### config.mk
export PLATFORM = sky130hd
export DESIGN_NAME = id_exe_hazard_reg
export DESIGN_NICKNAME = d
export VERILOG_FILES = /design/src/rtl/pipe_pkg.sv /design/src/rtl/hazard_detect.sv /design/src/rtl/id_exe_hazard_reg.sv
export SDC_FILE = /design/constraint.sdc
export NUM_CORES = 1
export LEC_CHECK = 0
export ABC_AREA = 1
export BUFFER_PORTS_ARGS = -buffer_cell sky130_fd_sc_hd__buf_2
export CORE_MARGIN = 5
export CORE_UTILIZATION = 47
export CTS_CLUSTER_SIZE = 16
export DETAILED_ROUTE_END_ITERATION = 6
export PLACE_DENSITY_LB_ADDON = 0.25
export SYNTH_ARGS = -nofsm -noshare
export SYNTH_HDL_FRONTEND = slang
export SYNTH_SLANG_ARGS = --single-unit
export TNS_END_PERCENT = 50
### constraint.sdc
create_clock -name clk -period 3 [get_ports clk]
set_input_delay 0.45 -clock clk [delete_from_list [all_inputs] [get_ports clk]]
set_output_delay 0.45 -clock clk [all_outputs]
set_load 0.05 [all_outputs]
### src/rtl/pipe_pkg.sv
// Shared pipeline types and widths for the ID/EXE register and its hazard detector.
package pipe_pkg;

    localparam int DW  = 32;
    localparam int RW  = 5;
    localparam int CW  = 4;
    localparam int SCW = 16;

    typedef struct packed {
        logic          wb_en;
        logic          mem_r;
        logic          mem_w;
        logic          is_st_br;
        logic [CW-1:0] exe_cmd;
    } id_ctrl_t;

    localparam id_ctrl_t CTRL_BUBBLE = '0;

    typedef enum logic {
        RUN,
        BUBBLE
    } stage_state_t;

    // What the ID/EXE register does on the coming edge.
    typedef enum logic [1:0] {
        SEL_HOLD,
        SEL_FLUSH,
        SEL_STALL,
        SEL_LOAD
    } load_sel_t;

endpackage

### src/rtl/hazard_detect.sv
// Combinational RAW / load-use detector comparing the ID sources against EXE and MEM destinations.
module hazard_detect #(
    parameter int RW = pipe_pkg::RW
) (
    input  logic          fwd_en,
    input  logic [RW-1:0] id_src1,
    input  logic [RW-1:0] id_src2,
    input  logic          id_two_src,
    input  logic [RW-1:0] exe_dest,
    input  logic          exe_wb_en,
    input  logic          exe_mem_r,
    input  logic [RW-1:0] mem_dest,
    input  logic          mem_wb_en,
    output logic          hazard
);

    logic match_exe;
    logic match_mem;

    assign match_exe = (id_src1 == exe_dest) || (id_two_src && (id_src2 == exe_dest));
    assign match_mem = (id_src1 == mem_dest) || (id_two_src && (id_src2 == mem_dest));

    // With forwarding only a load in EXE cannot be bypassed; without it every pending writer stalls.
    always_comb begin
        if (fwd_en) begin
            hazard = exe_mem_r && (exe_dest != '0) && match_exe;
        end else begin
            hazard = (exe_wb_en && (exe_dest != '0) && match_exe)
                  || (mem_wb_en && (mem_dest != '0) && match_mem);
        end
    end

endmodule

### src/rtl/id_exe_hazard_reg.sv
// ID/EXE pipeline register with built-in hazard bubble insertion, branch flush and freeze hold.
module id_exe_hazard_reg #(
    parameter int DW  = pipe_pkg::DW,
    parameter int RW  = pipe_pkg::RW,
    parameter int CW  = pipe_pkg::CW,
    parameter int SCW = pipe_pkg::SCW
) (
    input  logic           clk,
    input  logic           rst,
    input  logic           freeze,
    input  logic           br_taken,
    input  logic           fwd_en,
    input  logic [RW-1:0]  id_src1,
    input  logic [RW-1:0]  id_src2,
    input  logic           id_two_src,
    input  logic [RW-1:0]  id_dest,
    input  logic           id_wb_en,
    input  logic           id_mem_r,
    input  logic           id_mem_w,
    input  logic           id_is_st_br,
    input  logic [CW-1:0]  id_exe_cmd,
    input  logic [DW-1:0]  id_val1,
    input  logic [DW-1:0]  id_val2,
    input  logic [DW-1:0]  id_st_val,
    input  logic [DW-1:0]  id_pc,
    input  logic [RW-1:0]  mem_dest,
    input  logic           mem_wb_en,
    output logic [RW-1:0]  exe_src1,
    output logic [RW-1:0]  exe_src2,
    output logic [RW-1:0]  exe_dest,
    output logic           exe_wb_en,
    output logic           exe_mem_r,
    output logic           exe_mem_w,
    output logic           exe_is_st_br,
    output logic [CW-1:0]  exe_exe_cmd,
    output logic [DW-1:0]  exe_val1,
    output logic [DW-1:0]  exe_val2,
    output logic [DW-1:0]  exe_st_val,
    output logic [DW-1:0]  exe_pc,
    output logic           exe_valid,
    output logic           hazard_stall,
    output logic [SCW-1:0] stall_cnt
);

    import pipe_pkg::*;

    id_ctrl_t     id_ctrl;
    id_ctrl_t     ctrl_q;
    stage_state_t state;
    stage_state_t next_state;
    load_sel_t    sel;
    logic         hazard;

    assign id_ctrl = '{wb_en: id_wb_en, mem_r: id_mem_r, mem_w: id_mem_w,
                       is_st_br: id_is_st_br, exe_cmd: id_exe_cmd};

    assign exe_wb_en    = ctrl_q.wb_en;
    assign exe_mem_r    = ctrl_q.mem_r;
    assign exe_mem_w    = ctrl_q.mem_w;
    assign exe_is_st_br = ctrl_q.is_st_br;
    assign exe_exe_cmd  = ctrl_q.exe_cmd;

    hazard_detect #(.RW(RW)) u_hazard (
        .fwd_en     (fwd_en),
        .id_src1    (id_src1),
        .id_src2    (id_src2),
        .id_two_src (id_two_src),
        .exe_dest   (exe_dest),
        .exe_wb_en  (ctrl_q.wb_en),
        .exe_mem_r  (ctrl_q.mem_r),
        .mem_dest   (mem_dest),
        .mem_wb_en  (mem_wb_en),
        .hazard     (hazard)
    );

    assign hazard_stall = hazard && !br_taken;

    // NOTE: every signal written here gets a default first so no path leaves it unassigned (no latch).
    always_comb begin
        sel        = SEL_LOAD;
        next_state = state;
        if (freeze) begin
            sel = SEL_HOLD;
        end else if (br_taken) begin
            sel = SEL_FLUSH;
        end else if (hazard) begin
            sel = SEL_STALL;
        end

        case (state)
            RUN:     if (sel == SEL_STALL) next_state = BUBBLE;
            BUBBLE:  if ((sel == SEL_FLUSH) || (sel == SEL_LOAD)) next_state = RUN;
            default: next_state = RUN;
        endcase
    end

    // NOTE: sequential state uses non-blocking assignments so all registers update from pre-edge values.
    always_ff @(posedge clk or negedge rst) begin
        if (!rst) begin
            state <= RUN;
        end else begin
            state <= next_state;
        end
    end

    always_ff @(posedge clk or negedge rst) begin
        if (!rst) begin
            ctrl_q     <= CTRL_BUBBLE;
            exe_src1   <= '0;
            exe_src2   <= '0;
            exe_dest   <= '0;
            exe_val1   <= '0;
            exe_val2   <= '0;
            exe_st_val <= '0;
            exe_pc     <= '0;
            exe_valid  <= 1'b0;
            stall_cnt  <= '0;
        end else begin
            case (sel)
                SEL_LOAD: begin
                    ctrl_q     <= id_ctrl;
                    exe_src1   <= id_src1;
                    exe_src2   <= id_src2;
                    exe_dest   <= id_dest;
                    exe_val1   <= id_val1;
                    exe_val2   <= id_val2;
                    exe_st_val <= id_st_val;
                    exe_pc     <= id_pc;
                    exe_valid  <= 1'b1;
                end
                SEL_FLUSH, SEL_STALL: begin
                    ctrl_q     <= CTRL_BUBBLE;
                    exe_src1   <= '0;
                    exe_src2   <= '0;
                    exe_dest   <= '0;
                    exe_val1   <= '0;
                    exe_val2   <= '0;
                    exe_st_val <= '0;
                    exe_pc     <= '0;
                    exe_valid  <= 1'b0;
                    // A flush that coincides with a hazard is not counted as a stall.
                    if ((sel == SEL_STALL) && (stall_cnt != '1)) begin
                        stall_cnt <= stall_cnt + 1'b1;
                    end
                end
                default: ;
            endcase
        end
    end

endmodule

; ---- Word-level counts from Yosys, hierarchy flattened
; Cells that the tools add are included.
[op_classes]
n_addsub = 1
n_mul = 0
n_div = 0
order_cmp = 0
n_eq_ne = 8
shift = 0
mux = 13
n_bitwise = 0
n_reduce_logical = 19
[op_table]
columns = cell, count
row1 = 32-bit one-hot mux with 2 select lines, 4
row2 = 5-bit one-hot mux with 2 select lines, 3
row3 = 5-bit == test, 4
row4 = 16-bit by 1-bit adder with 16-bit output (second input constant), 1
row5 = 16-bit != test (second input constant), 1
row6 = 8-bit one-hot mux with 2 select lines, 1
row7 = 1-bit logical AND, 10
row8 = 5-bit nonzero test, 2
row9 = 2-bit == test (second input constant), 2
row10 = 2-bit 2-to-1 mux, 2
row11 = 1-bit logical OR, 3
row12 = 2-bit by 1-bit == test with 1-bit output (second input constant), 1
row13 = 1-bit 2-to-1 mux, 2
row14 = 1-bit one-hot mux with 2 select lines, 1
row15 = 2-bit AND reduction, 1
row16 = 2-bit nonzero test, 1
row17 = 2-bit OR reduction, 1
row18 = 1-bit zero test, 1
[word_totals]
reg_bits = 168
latchBits = 0
ramBits = 0
mem_bits_ro = 0
n_memories = 0

; ---- Depth between registers and ports, before layout
; Gate-level depths: netlist (run 1).
[depth]
depth_word = 12
ltp_mapped = 17

; ---- Modules after synthesis
; Synthesis (run 1) repeated with hierarchy kept, for this count alone.
[unflattened]
hier_cells = 924
hier_area_um2 = 7418.4
[by_module_without_submodules]
columns = module, n_inst, cells_per_inst, area_per_inst_um2
row1 = id_exe_hazard_reg, 1, 817, 6995.5
row2 = hazard_detect, 1, 107, 422.9

; ---- Worst setup path before layout (run 1)
; No wires, ideal clock.
[synth_path]
path_kind = reg-to-reg
startpoint = register exe_dest[3]
endpoint = register exe_val2[24]
setup_time_ns = 0.083
arrival_ns = 2.375
required_time_ns = 2.917
slack_ns = 0.542
path_stages_with_launch = 17
n_path_buf = 3
cell_sequence = dfrtp_1 inv_1 nand2_1 nand2_1 nor2_1 nand3_1 nand2_1 nand2_1 nand2_1 nand2_1 nand2_1 ha_1 or2_1 clkbuf_1 buf_2 buf_2 o21ai_0
[synth_via]
elab_chain_cells = 12
[synth_rtl]
columns = item, line_no
row1 = "start, declared", id_exe_hazard_reg.sv:30  ; output logic [RW-1:0] exe_dest,
row2 = "start signal, assigned", id_exe_hazard_reg.sv:124  ; exe_dest <= id_dest;
row3 = 5-bit == test, hazard_detect.sv:20  ; assign match_exe = (id_src1 == exe_dest) || (id_two_src && (id_src2 == exe_dest));
row4 = 1-bit logical AND, hazard_detect.sv:20
row5 = 1-bit logical OR, hazard_detect.sv:20
row6 = 1-bit logical AND, hazard_detect.sv:28  ; hazard = (exe_wb_en && (exe_dest != '0) && match_exe)
row7 = 1-bit logical OR, hazard_detect.sv:29  ; || (mem_wb_en && (mem_dest != '0) && match_mem);
row8 = 1-bit 2-to-1 mux *, hazard_detect.sv:25  ; if (fwd_en) begin
row9 = 1-bit 2-to-1 mux *, id_exe_hazard_reg.sv:86  ; end else if (hazard) begin
row10 = 2-bit 2-to-1 mux *, id_exe_hazard_reg.sv:84  ; end else if (br_taken) begin
row11 = 2-bit 2-to-1 mux *, id_exe_hazard_reg.sv:82  ; if (freeze) begin
row12 = 2-bit by 1-bit == test with 1-bit output or 2-bit == test (tied branches), id_exe_hazard_reg.sv:119  ; case (sel)
row13 = 2-bit OR reduction, id_exe_hazard_reg.sv:119
row14 = 32-bit one-hot mux with 2 select lines or 2-bit nonzero test (tied branches), n/a
row15 = "end signal, assigned", id_exe_hazard_reg.sv:126  ; exe_val2 <= id_val2;
row16 = "end, declared", id_exe_hazard_reg.sv:37  ; output logic [DW-1:0] exe_val2,
; Mark *: on every way between the ends. The rest lies on a longest branch, timed or not.
; A chain may end at the register's enable or synchronous reset.

; ---- Worst setup path in the final report (run 1)
[layout_path]
startpoint = register exe_dest[3]
endpoint = register exe_val1[16]
[layout_via]
elab_chain_cells = 12
[layout_rtl]
columns = item, line_no
row1 = 5-bit == test, hazard_detect.sv:20
row2 = 1-bit logical AND, hazard_detect.sv:20
row3 = 1-bit logical OR, hazard_detect.sv:20
row4 = 1-bit logical AND, hazard_detect.sv:28
row5 = 1-bit logical OR, hazard_detect.sv:29
row6 = 1-bit 2-to-1 mux *, hazard_detect.sv:25
row7 = 1-bit 2-to-1 mux *, id_exe_hazard_reg.sv:86
row8 = 2-bit 2-to-1 mux *, id_exe_hazard_reg.sv:84
row9 = 2-bit 2-to-1 mux *, id_exe_hazard_reg.sv:82
row10 = 2-bit by 1-bit == test with 1-bit output or 2-bit == test (tied branches), id_exe_hazard_reg.sv:119
row11 = 2-bit OR reduction, id_exe_hazard_reg.sv:119
row12 = 32-bit one-hot mux with 2 select lines or 2-bit nonzero test (tied branches), n/a
row13 = "end signal, assigned", id_exe_hazard_reg.sv:125  ; exe_val1 <= id_val1;
row14 = "end, declared", id_exe_hazard_reg.sv:36  ; output logic [DW-1:0] exe_val1,
; Marked as above.

==> results.cfg, run 1 <==
[grt]
use_met3_pct = 6.41
grt_max_degree = 94
grt_pass1_wl_mm = 31.9
gr-max-usage-layer = met2
grt.total_usage_pct = 22.4
gr-total-overflow = 0
grt_pass1_vias = 6313
antenna_found_initial = 3
grtUsageMet2_pct = 37.5
gr-usage-met1_pct = 27.5

[timing]
relSlewSlack_pct = 59.2
final.period_utilization_pct = 78.9
setup_tns_ps = 0
setup_viol = 0
rsz0062_at_grt = no
final_hold_viol_count = 0
fin_hold_ws_ps = 269
worst_pin_slew_ps = 611
fin_ws_ps = 633
fmaxAchievable_ghz = 0.422
drv_slew = 0
skew_ps = 8.90
min_period_ps = 2370

[place]
gp_congestion = 0.881
dpl.hpwl_mm = 15.2
pre_cts_slack_ps = 542
portBuffers = 331
placed_cells = 1353
placed_area_mm2 = 0.00908

[synthesis]
synth_adder_area_share_pct = 0.520
synth_top_family_by_area = simple AND/OR/NAND/NOR gates
avgSynthCellArea_um2 = 8.40
synthXorXnorAreaFrac_pct = 1.46
syn_area_mm2 = 0.00722
yosys.area_share.simple_pct = 16.8
seq_area_frac_synth_pct = 58.2
ys_ff_latch = 168
ys_types = 24
synthMuxAreaShare_pct = 0
syn-instance-count = 860
synth_compound_area_share_pct = 11.6
synth_nets = 1026
yosys_warnings = 0

[detailed_routing]
drtPass1Iterations = 5
drt_iter0_drc = 390
wl_per_cell_um = 14.6
vias = 6484
drc_errors = 0
drt-total-wl_mm = 20.2
drt-vias-per-instance = 4.67
ant_nets = 0

[floorplanning]
die_h_um = 134
io_pins = 332
num_rows = 45
die_x_um = 134
core_area_mm2 = 0.0151
dieArea_mm2 = 0.0179
start_util_pct = 47.7

[power_and_ir_drop]
internal_power_mw = 4.26
netSwitchingPower_mw = 2.62
p_leak_nw = 5.72
vdd_ir_drop_max_v = 0.000353
power.density_mw_per_mm2 = 710
p_clk_share_pct = 31.8
seq_power_share_pct = 39.6
sw_frac_of_total_pct = 38.0
pwr-share-comb_pct = 28.6
power_mw = 6.88

[worst_setup_path]
crit_arrival_ps = 2640
worst-endpoint-required_ps = 3270
critPathKind = register to register
crit_buf_inv = 3
max_stage_delay_ps = 430
crit_chain = inv_1 > nand4_1 > o21ai_0 > inv_1 > nand2_1 > nand2_1 > nand2_1 > nand2_1 > ha_4 > or2_4 > buf_4 > o21ai_0
crit_path_max_fanout = 59
worstSetupEndpointType = register
cp_common_cell = nand2_1
crit_slowest_cell = dfrtp_1
critical_path.top_delay_family = buffers and inverters
start_kind = register

[clock_network]
post-cts-setup-buffers = 0
clockBufferDepth = 2
clk_latency_ps = 420
cts.sinks = 168
path_clk_slew_ps = 70
numCtsBuffers = 17
cts.htree.levels = 4
cts_tree = done
root_buffer = clkbuf_16

[cells_and_area]
final_nets = 1351
layout_common_cells = 330 x buf_2, 252 x nand2_1, 178 x inv_1, 168 x dfrtp_1, 149 x o21ai_0
fin_util_pct = 64.0
fin_area_mm2 = 0.00969
layout_commonest_cell = buf_2
area_delta_synth_final_pct = 34.2
drive_above_1_share_pct = 32.2
stdcell_count = 1387
num-fill-cells = 1328

[min_path]
min_path_type = input port to register

[flow_run]
maxCapViolCount = 0

[status]
status = complete, no violations
[power by group through the flow]
stage | clock (mW) | combinational (mW) | sequential [mW]
finish | 2.18 | 1.97 | 2.73
global route | 2.33 | 2.10 | 2.76
CTS | 2.23 | 1.99 | 2.72
detailed placement | 0 | 1.99 | 2.76
global placement | 0 | 1.97 | 2.75
floorplan | 0 | 0.396 | 3.73
[state kept, by name (all words and copies together) (netlist names)]
signal,cells
exe_pc,32
exe_st_val,32
exe_val1,32
exe_val2,32
stall_cnt,16
exe_dest,5
exe_src1,5
exe_src2,5
exe_exe_cmd,4
exe_is_st_br,1
exe_mem_r,1
exe_mem_w,1
exe_valid,1
exe_wb_en,1
[worst paths after layout]
path / start / end / slack [ps] / cells past startpoint
worst min register to register: exe_val2[26] / exe_val2[26] / 470 / 2
worst max-delay path: exe_dest[3] / exe_val1[16] / 630 / 12
worst max register to register: exe_dest[3] / exe_val1[16] / 630 / 12
worst min-delay path: id_val1[19] / exe_val1[19] / 270 / 3
min in group asynchronous: rst / exe_val2[19] / 550 / 2
max in group asynchronous: rst / exe_val2[0] / 1630 / 3
[cells by family (layout without fill, tap and decap cells)]
kind of cell / after synthesis / after routing
simple gates: 303 / 303
compound gates: 161 / 161
fa+ha+maj: 3 / 3
buf+inv: 213 / 551
other cells: 0 / 1
xor+xnor: 12 / 12
flops: 168 / 168
[final cells by class]
class / count / area [um^2] / share of cell area, %
sequential: 168 / 4200 / 43.4
multi-input combinational: 479 / 2210 / 22.8
timing repair buffer: 341 / 1780 / 18.3
inverter: 178 / 668 / 6.89
clock buffer: 19 / 453 / 4.67
tap: 188 / 235 / 2.43
clock inverter: 13 / 145 / 1.50
antenna: 1 / 2.50 / 0.0258
[cell usage after synthesis (all sizes together)]
| cell | instances | share of area, % |
|---|---|---|
| inv | 178 | 9.3 |
| dfrtp | 168 | 58 |
| o21ai | 154 | 11 |
| nor3 | 5 | 0.35 |
| nand3 | 13 | 0.97 |
| a21oi | 1 | 0.12 |
| buf | 11 | 0.94 |
| xor2 | 4 | 0.49 |
| nand2 | 254 | 13 |
| o22ai | 6 | 0.52 |
| or2 | 1 | 0.087 |
| ha | 3 | 0.52 |
| nor2 | 24 | 1.5 |
| nand4 | 3 | 0.26 |
| xnor2 | 8 | 0.97 |
| clkbuf | 24 | 1.2 |
| nand3b | 3 | 0.31 |
[routing by layer]
layer / up-vias / wire [um]
met5: - / 23
met4: 4 / 454
met3: 32 / 1440
met2: 243 / 10100
met1: 2954 / 8130
li1: 3251 / -
[worst register-to-register path, delay by kind of cell, from the launching register on]
kind | cells | cell delay (ps)
DFF | 1 | 430
buffers and inverters | 3 | 630
AOI/OAI and AO/OA | 2 | 360
and+or+nand+nor | 6 | 520
adders and majority gates | 1 | 280
[what timing repair did]
| action | in CTS | in global routing |
|---|---|---|
| resized for setup | 0 | 0 |
| setup endpoints to repair | 0 | 0 |
| hold buffers | 1 | 0 |
| endpoints found under the hold margin | 9 | 0 |
(Power assumes the default switching activity.)
==> run 2, diff against run 1 <==
- ABC_AREA: 1 -> 0
- clock period: 3 -> 2.5 ns (I/O delays scaled with it)
==> run 2 against run 1 <==
Against the previous run:
- the flow now finishes with violations (negative setup slack)
- combinational power rose by 29%
- fmax fell by 9.6%
- setup slack got worse by 750 ps
- core utilization rose by 5.2 points
- sequential share of layout area fell by 3.6 points
- global-route usage rose by 0.21 points
- sequential cell count did not move
- highest routed layer unchanged
==> results.cfg, run 2 <==
[floorplanning]
core_area_mm2 = 0.0153
num_rows = 45
die_x_um = 135
io_pins = 332
dieArea_mm2 = 0.0183
start_util_pct = 48.2
die_h_um = 135

[synthesis]
ys.flop_type = dfrtp_1
ys_types = 35
synth_area_leaders = dfrtp_1 57%, nand2b_1 13%, o21ai_0 10%, nand2_1 8.1%, xor2_1 3.1%
avgSynthCellArea_um2 = 9.61
synth_most_common_cell = dfrtp_1
synth_nets = 934
synth.top_cell.area_share_pct = 56.9
synth_commonest_cells = 168 x dfrtp_1, 160 x nand2_1, 152 x o21ai_0
seq_area_frac_synth_pct = 56.9
syn_area_mm2 = 0.00738
yosys_warnings = 0
ys_ff_latch = 168
syn-instance-count = 768
synth_area_leader_cell = dfrtp_1
synthArstFlopShare_pct = 100
synth-edff-count = 0

[status]
status = complete, but fails checks
failed_checks = negative setup slack

[worst_setup_path]
r2r_end = exe_val2[16]
crit_slowest_cell = or4_4
worst-r2r-cell-count = 10
r2r_start = exe_dest[2]
crit_arrival_ps = 2950
start_kind = register
crit_path_max_fanout = 8
r2r_setup_slack_ps = -120
critPathKind = register to register
crit_chain = or4_4 > o21ai_4 > o32ai_4 > or2_4 > ha_4 > buf_4 > clkbuf_16 > buf_12 > nand2b_1 > o21ai_2
max_stage_delay_ps = 530
worstSetupEndpointType = register
worst-endpoint-required_ps = 2840

[timing]
setup_viol = 111
final.period_utilization_pct = 105
fin_ws_ps = -117
final_hold_viol_count = 0
fin_hold_ws_ps = 192
min_period_ps = 2620
worst_pin_slew_ps = 448
fmaxAchievable_ghz = 0.382
setup_tns_ps = -5850
rsz0062_at_grt = yes
skew_ps = 8.41
drv_slew = 0
relSlewSlack_pct = 70.1

[grt]
grt_max_degree = 99
gr-total-overflow = 0
grt_pass1_vias = 6388
antenna_found_initial = 1
grt_pass1_wl_mm = 32.6
grt.total_usage_pct = 22.6

[power_and_ir_drop]
power_mw = 8.42
vdd_ir_drop_max_v = 0.000548
power.density_mw_per_mm2 = 795
p_leak_nw = 5.43

[detailed_routing]
drt_iter0_drc = 286
drt-vias-per-instance = 4.86
drtPass1Iterations = 5
drt-total-wl_mm = 22.1
drc_errors = 0
wl_per_cell_um = 16.4
vias = 6542
ant_nets = 0

[min_path]
min_delay_path_depth = 3
holdCritStartpoint = id_st_val[25]
min_path_type = input port to register
hold_end = exe_st_val[25]

[clock_network]
clockBufferDepth = 2
root_buffer = clkbuf_16
path_clk_slew_ps = 70
numCtsBuffers = 17
cts.htree.levels = 4
cts.sinks = 168
clk_latency_ps = 420
cts_tree = done

[place]
dpl.hpwl_mm = 15.6
placed_area_mm2 = 0.00963
placed_cells = 1302
gp_congestion = 0.829
portBuffers = 331

[cells_and_area]
num-fill-cells = 1250
num_antenna_cells = 0
area_delta_synth_final_pct = 43.5
layout_commonest_cell = buf_2
drive_above_1_share_pct = 39.5
fin_area_mm2 = 0.0106
final_nets = 1287
layout_common_cells = 330 x buf_2, 163 x dfrtp_1, 160 x nand2_1, 148 x nand2b_1, 110 x o21ai_1
stdcell_count = 1345

[flow_run]
maxCapViolCount = 0
run 2: how the worst max path moves through the flow:
| stage | to | cells after the start | from |
|---|---|---|---|
| after floorplan | stall_cnt[10] | 9 | exe_dest[3] |
| after global placement | stall_cnt[15] | 11 | mem_dest[1] |
| after detailed placement | stall_cnt[15] | 11 | mem_dest[1] |
| after CTS | stall_cnt[15] | 10 | exe_dest[2] |
| after global routing | stall_cnt[15] | 10 | exe_dest[2] |
| final | exe_val2[16] | 10 | exe_dest[2] |
run 2: power breakdown:
part | leakage, nW | switching (mW) | internal, mW
Sequential | 2.18 | 0.184 | 3.02
Combinational | 2.95 | 1.78 | 0.764
Clock | 0.296 | 1.06 | 1.61
Total | 5.43 | 3.02 | 5.39
run 2: through the flow:
step | utilization [%] | setup slack (ps)
after floorplan | - | -380
after global placement | 62.9 | -196
after detailed placement | 62.9 | -264
after CTS | 67.4 | -125
after global routing | 69.2 | -231
final | 69.2 | -117
run 2: area by class of cell:
type	count	area (um^2)	area share, %
Timing Repair Buffer	385	2380	22.4
Tap cell	211	264	2.49
Inverter	3	11.3	0.106
Clock buffer	23	498	4.70
Multi-Input combinational cell	546	3120	29.4
Sequential cell	168	4210	39.7
Clock inverter	9	115	1.09
run 2: worst max-delay path, delay by kind of cell, from the launching register on:
family	cells	cell delay (ps)
simple gates	3	970
fa+ha+maj	1	240
compound gates	3	420
flops	1	430
buf+inv	3	480
run 2: metal layers:
| metal | vias to the layer above | share of wire (%) | track usage, % |
|---|---|---|---|
| li1 | 3201 | - | - |
| met1 | 3047 | 40 | 27.0 |
| met2 | 248 | 50 | 38.7 |
| met3 | 44 | 7.5 | 6.61 |
| met4 | 2 | 2.8 | 8.51 |
| met5 | - | 0.032 | 0 |
run 2: cells by family (layout without fill, tap and decap cells):
| logic type | count (synthesis) | count (layout) | share of synthesized area (%) |
|---|---|---|---|
| multiplexers | 2 | 2 | 0.288 |
| AND/OR/NAND/NOR | 347 | 347 | 23.9 |
| adder cells (fa/ha/maj) | 3 | 3 | 0.508 |
| buffers and inverters | 54 | 420 | 2.78 |
| flip-flops | 168 | 168 | 56.9 |
| AO/OA/AOI/OAI | 160 | 160 | 11.5 |
| XOR/XNOR | 34 | 34 | 4.03 |
run 2: timing repair:
action,4_1_cts,5_1_grt
endpoints found under the hold margin,44,0
gates resized for setup,10,70
cloned,1,7
pin swaps,9,11
buffers inserted,0,3
hold buffers,1,0
setup endpoints to repair,158,162
==> run 3, diff against run 2 <==
- RECOVER_POWER: default -> 50
==> run 3 against run 2 <==
Against the previous run:
- the run still ends with negative setup slack left
- total power barely moved
- register-to-register slack barely moved
- via count fell by 0.34%
- final cell count did not move
- clock skew fell by 0.68 ps
- clock-buffer cell count did not move
- setup slack got worse by 6.0 ps
- non-clock buffer count did not move
- global-route usage did not move
- sequential cell count did not move
- combinational power barely moved
- sequential share of layout area rose by 0.15 points
- critical endpoint unchanged
==> results.cfg, run 3 (synthesis results as in run 2) <==
[detailed_routing]
drc_errors = 0
drt-vias-per-instance = 4.85
drt-total-wl_mm = 22.1
ant_nets = 0
vias = 6520
drt_iter0_drc = 299
wl_per_cell_um = 16.4
drtPass1Iterations = 5

[cells_and_area]
num_antenna_cells = 0
fin_area_mm2 = 0.0106
area_delta_synth_final_pct = 43.0
layout_commonest_cell = buf_2
drive_above_1_share_pct = 39.0
final_nets = 1287
layout_common_cells = 324 x buf_2, 163 x dfrtp_1, 160 x nand2_1, 148 x nand2b_1, 110 x o21ai_1
fin_util_pct = 68.9

[clock_network]
root_buffer = clkbuf_16
clk_latency_ps = 420
cts.sinks = 168
path_clk_slew_ps = 70
cts.htree.levels = 4
numCtsBuffers = 17
clockBufferDepth = 2
cts_tree = done

[worst_setup_path]
crit_path_max_fanout = 8
critPathKind = register to register
r2r_setup_slack_ps = -120
start_kind = register
r2r_start = exe_dest[2]
crit_path_start = exe_dest[2]
crit_chain = or4_4 > o21ai_4 > o32ai_4 > or2_4 > ha_4 > buf_4 > clkbuf_16 > buf_12 > nand2b_1 > o21ai_2
crit_arrival_ps = 2960
worstSetupEndpointType = register
max_stage_delay_ps = 530
worst-endpoint-required_ps = 2840
crit_slowest_cell = or4_4

[grt]
use_met3_pct = 6.61
gr-usage-met1_pct = 27.0
gr-max-usage-layer = met2
grt_pass1_wl_mm = 32.6
grt_max_degree = 99
grt_pass1_vias = 6388
grt.total_usage_pct = 22.6
gr-total-overflow = 0
grtUsageMet2_pct = 38.7
antenna_found_initial = 1

[timing]
fin_ws_ps = -123
skew_ps = 7.74
relSlewSlack_pct = 24.8
setup_viol = 111
fmaxAchievable_ghz = 0.381
worst_pin_slew_ps = 1130
min_period_ps = 2620
final_hold_viol_count = 0
rsz0062_at_grt = yes
final.period_utilization_pct = 105
drv_slew = 0

[floorplanning]
num_rows = 45
core_area_mm2 = 0.0153
die_h_um = 135
dieArea_mm2 = 0.0183
die_x_um = 135
start_util_pct = 48.2
io_pins = 332

[min_path]
min_path_type = input port to register
holdCritStartpoint = id_st_val[25]

[place]
portBuffers = 331
dpl.hpwl_mm = 15.6
placed_area_mm2 = 0.00963
gp_congestion = 0.829

[power_and_ir_drop]
power.density_mw_per_mm2 = 797
p_leak_nw = 5.39
vdd_ir_drop_max_v = 0.000548

[flow_run]
maxCapViolCount = 0

[status]
failed_checks = negative setup slack
status = complete, but fails checks
==> run 3: critical path: cells and delay by family, from the launching register on <==
kind                     cells  cell delay [ps]
AND/OR/NAND/NOR              3              970
adder cells (fa/ha/maj)      1              240
AO/OA/AOI/OAI                3              420
buffers and inverters        3              480
flip-flops                   1              430
==> run 3: per-layer routing <==
layer / part of all wire (%) / vias to the layer above
li1: - / 3199
met1: 39 / 3033
met2: 50 / 246
met3: 7.8 / 40
met4: 2.7 / 2
met5: 0.032 / -
==> run 3: final cells by class <==
cell class                 count  area [um^2]
clock inverter                 9          115
multi-input combinational    546         3120
clock buffer                  23          498
sequential                   168         4210
tap                          211          264
fill                        1253         4760
timing repair buffer         385         2340
inverter                       3         11.3
==> run 3: report_power, final <==
part           total (mW)  switching (mW)  internal (mW)
sequential           3.20           0.184           3.02
combinational        2.53            1.78          0.756
clock                2.67            1.06           1.61
==> run 3: path summary, 6_finish.rpt <==
| check | to | depth (start not counted) |
|---|---|---|
| worst max register to register | exe_val2[16] | 10 |
| worst min-delay path | exe_st_val[25] | 3 |
| min in group asynchronous | exe_exe_cmd[0] | 2 |
| worst min register to register | exe_val1[9] | 2 |
| max in group asynchronous | exe_dest[0] | 3 |
| worst max-delay path | exe_val2[16] | 10 |
==> run 3: timing repair <==
item / CTS / global route
gates cloned: 1 / 7
endpoints found under the setup margin: 158 / 162
hold buffers: 1 / 0
pin swaps: 9 / 11
setup buffers: 0 / 3
gates resized for setup: 10 / 70
endpoints found under the hold margin: 44 / 0
==> run 3: metrics by stage <==
stage               TNS [ps]  setup WS [ps]  std cells  hold slack (ps)  total power [mW]
floorplan             -35650           -380        768             79.4              4.92
finish                 -5540           -123       1345              191              8.41
global route          -16850           -231       1345              181              8.75
detailed placement    -20530           -264       1302              332              5.65
global placement      -14900           -196       1302              333              5.62
CTS                    -3200           -125       1336              172              8.37
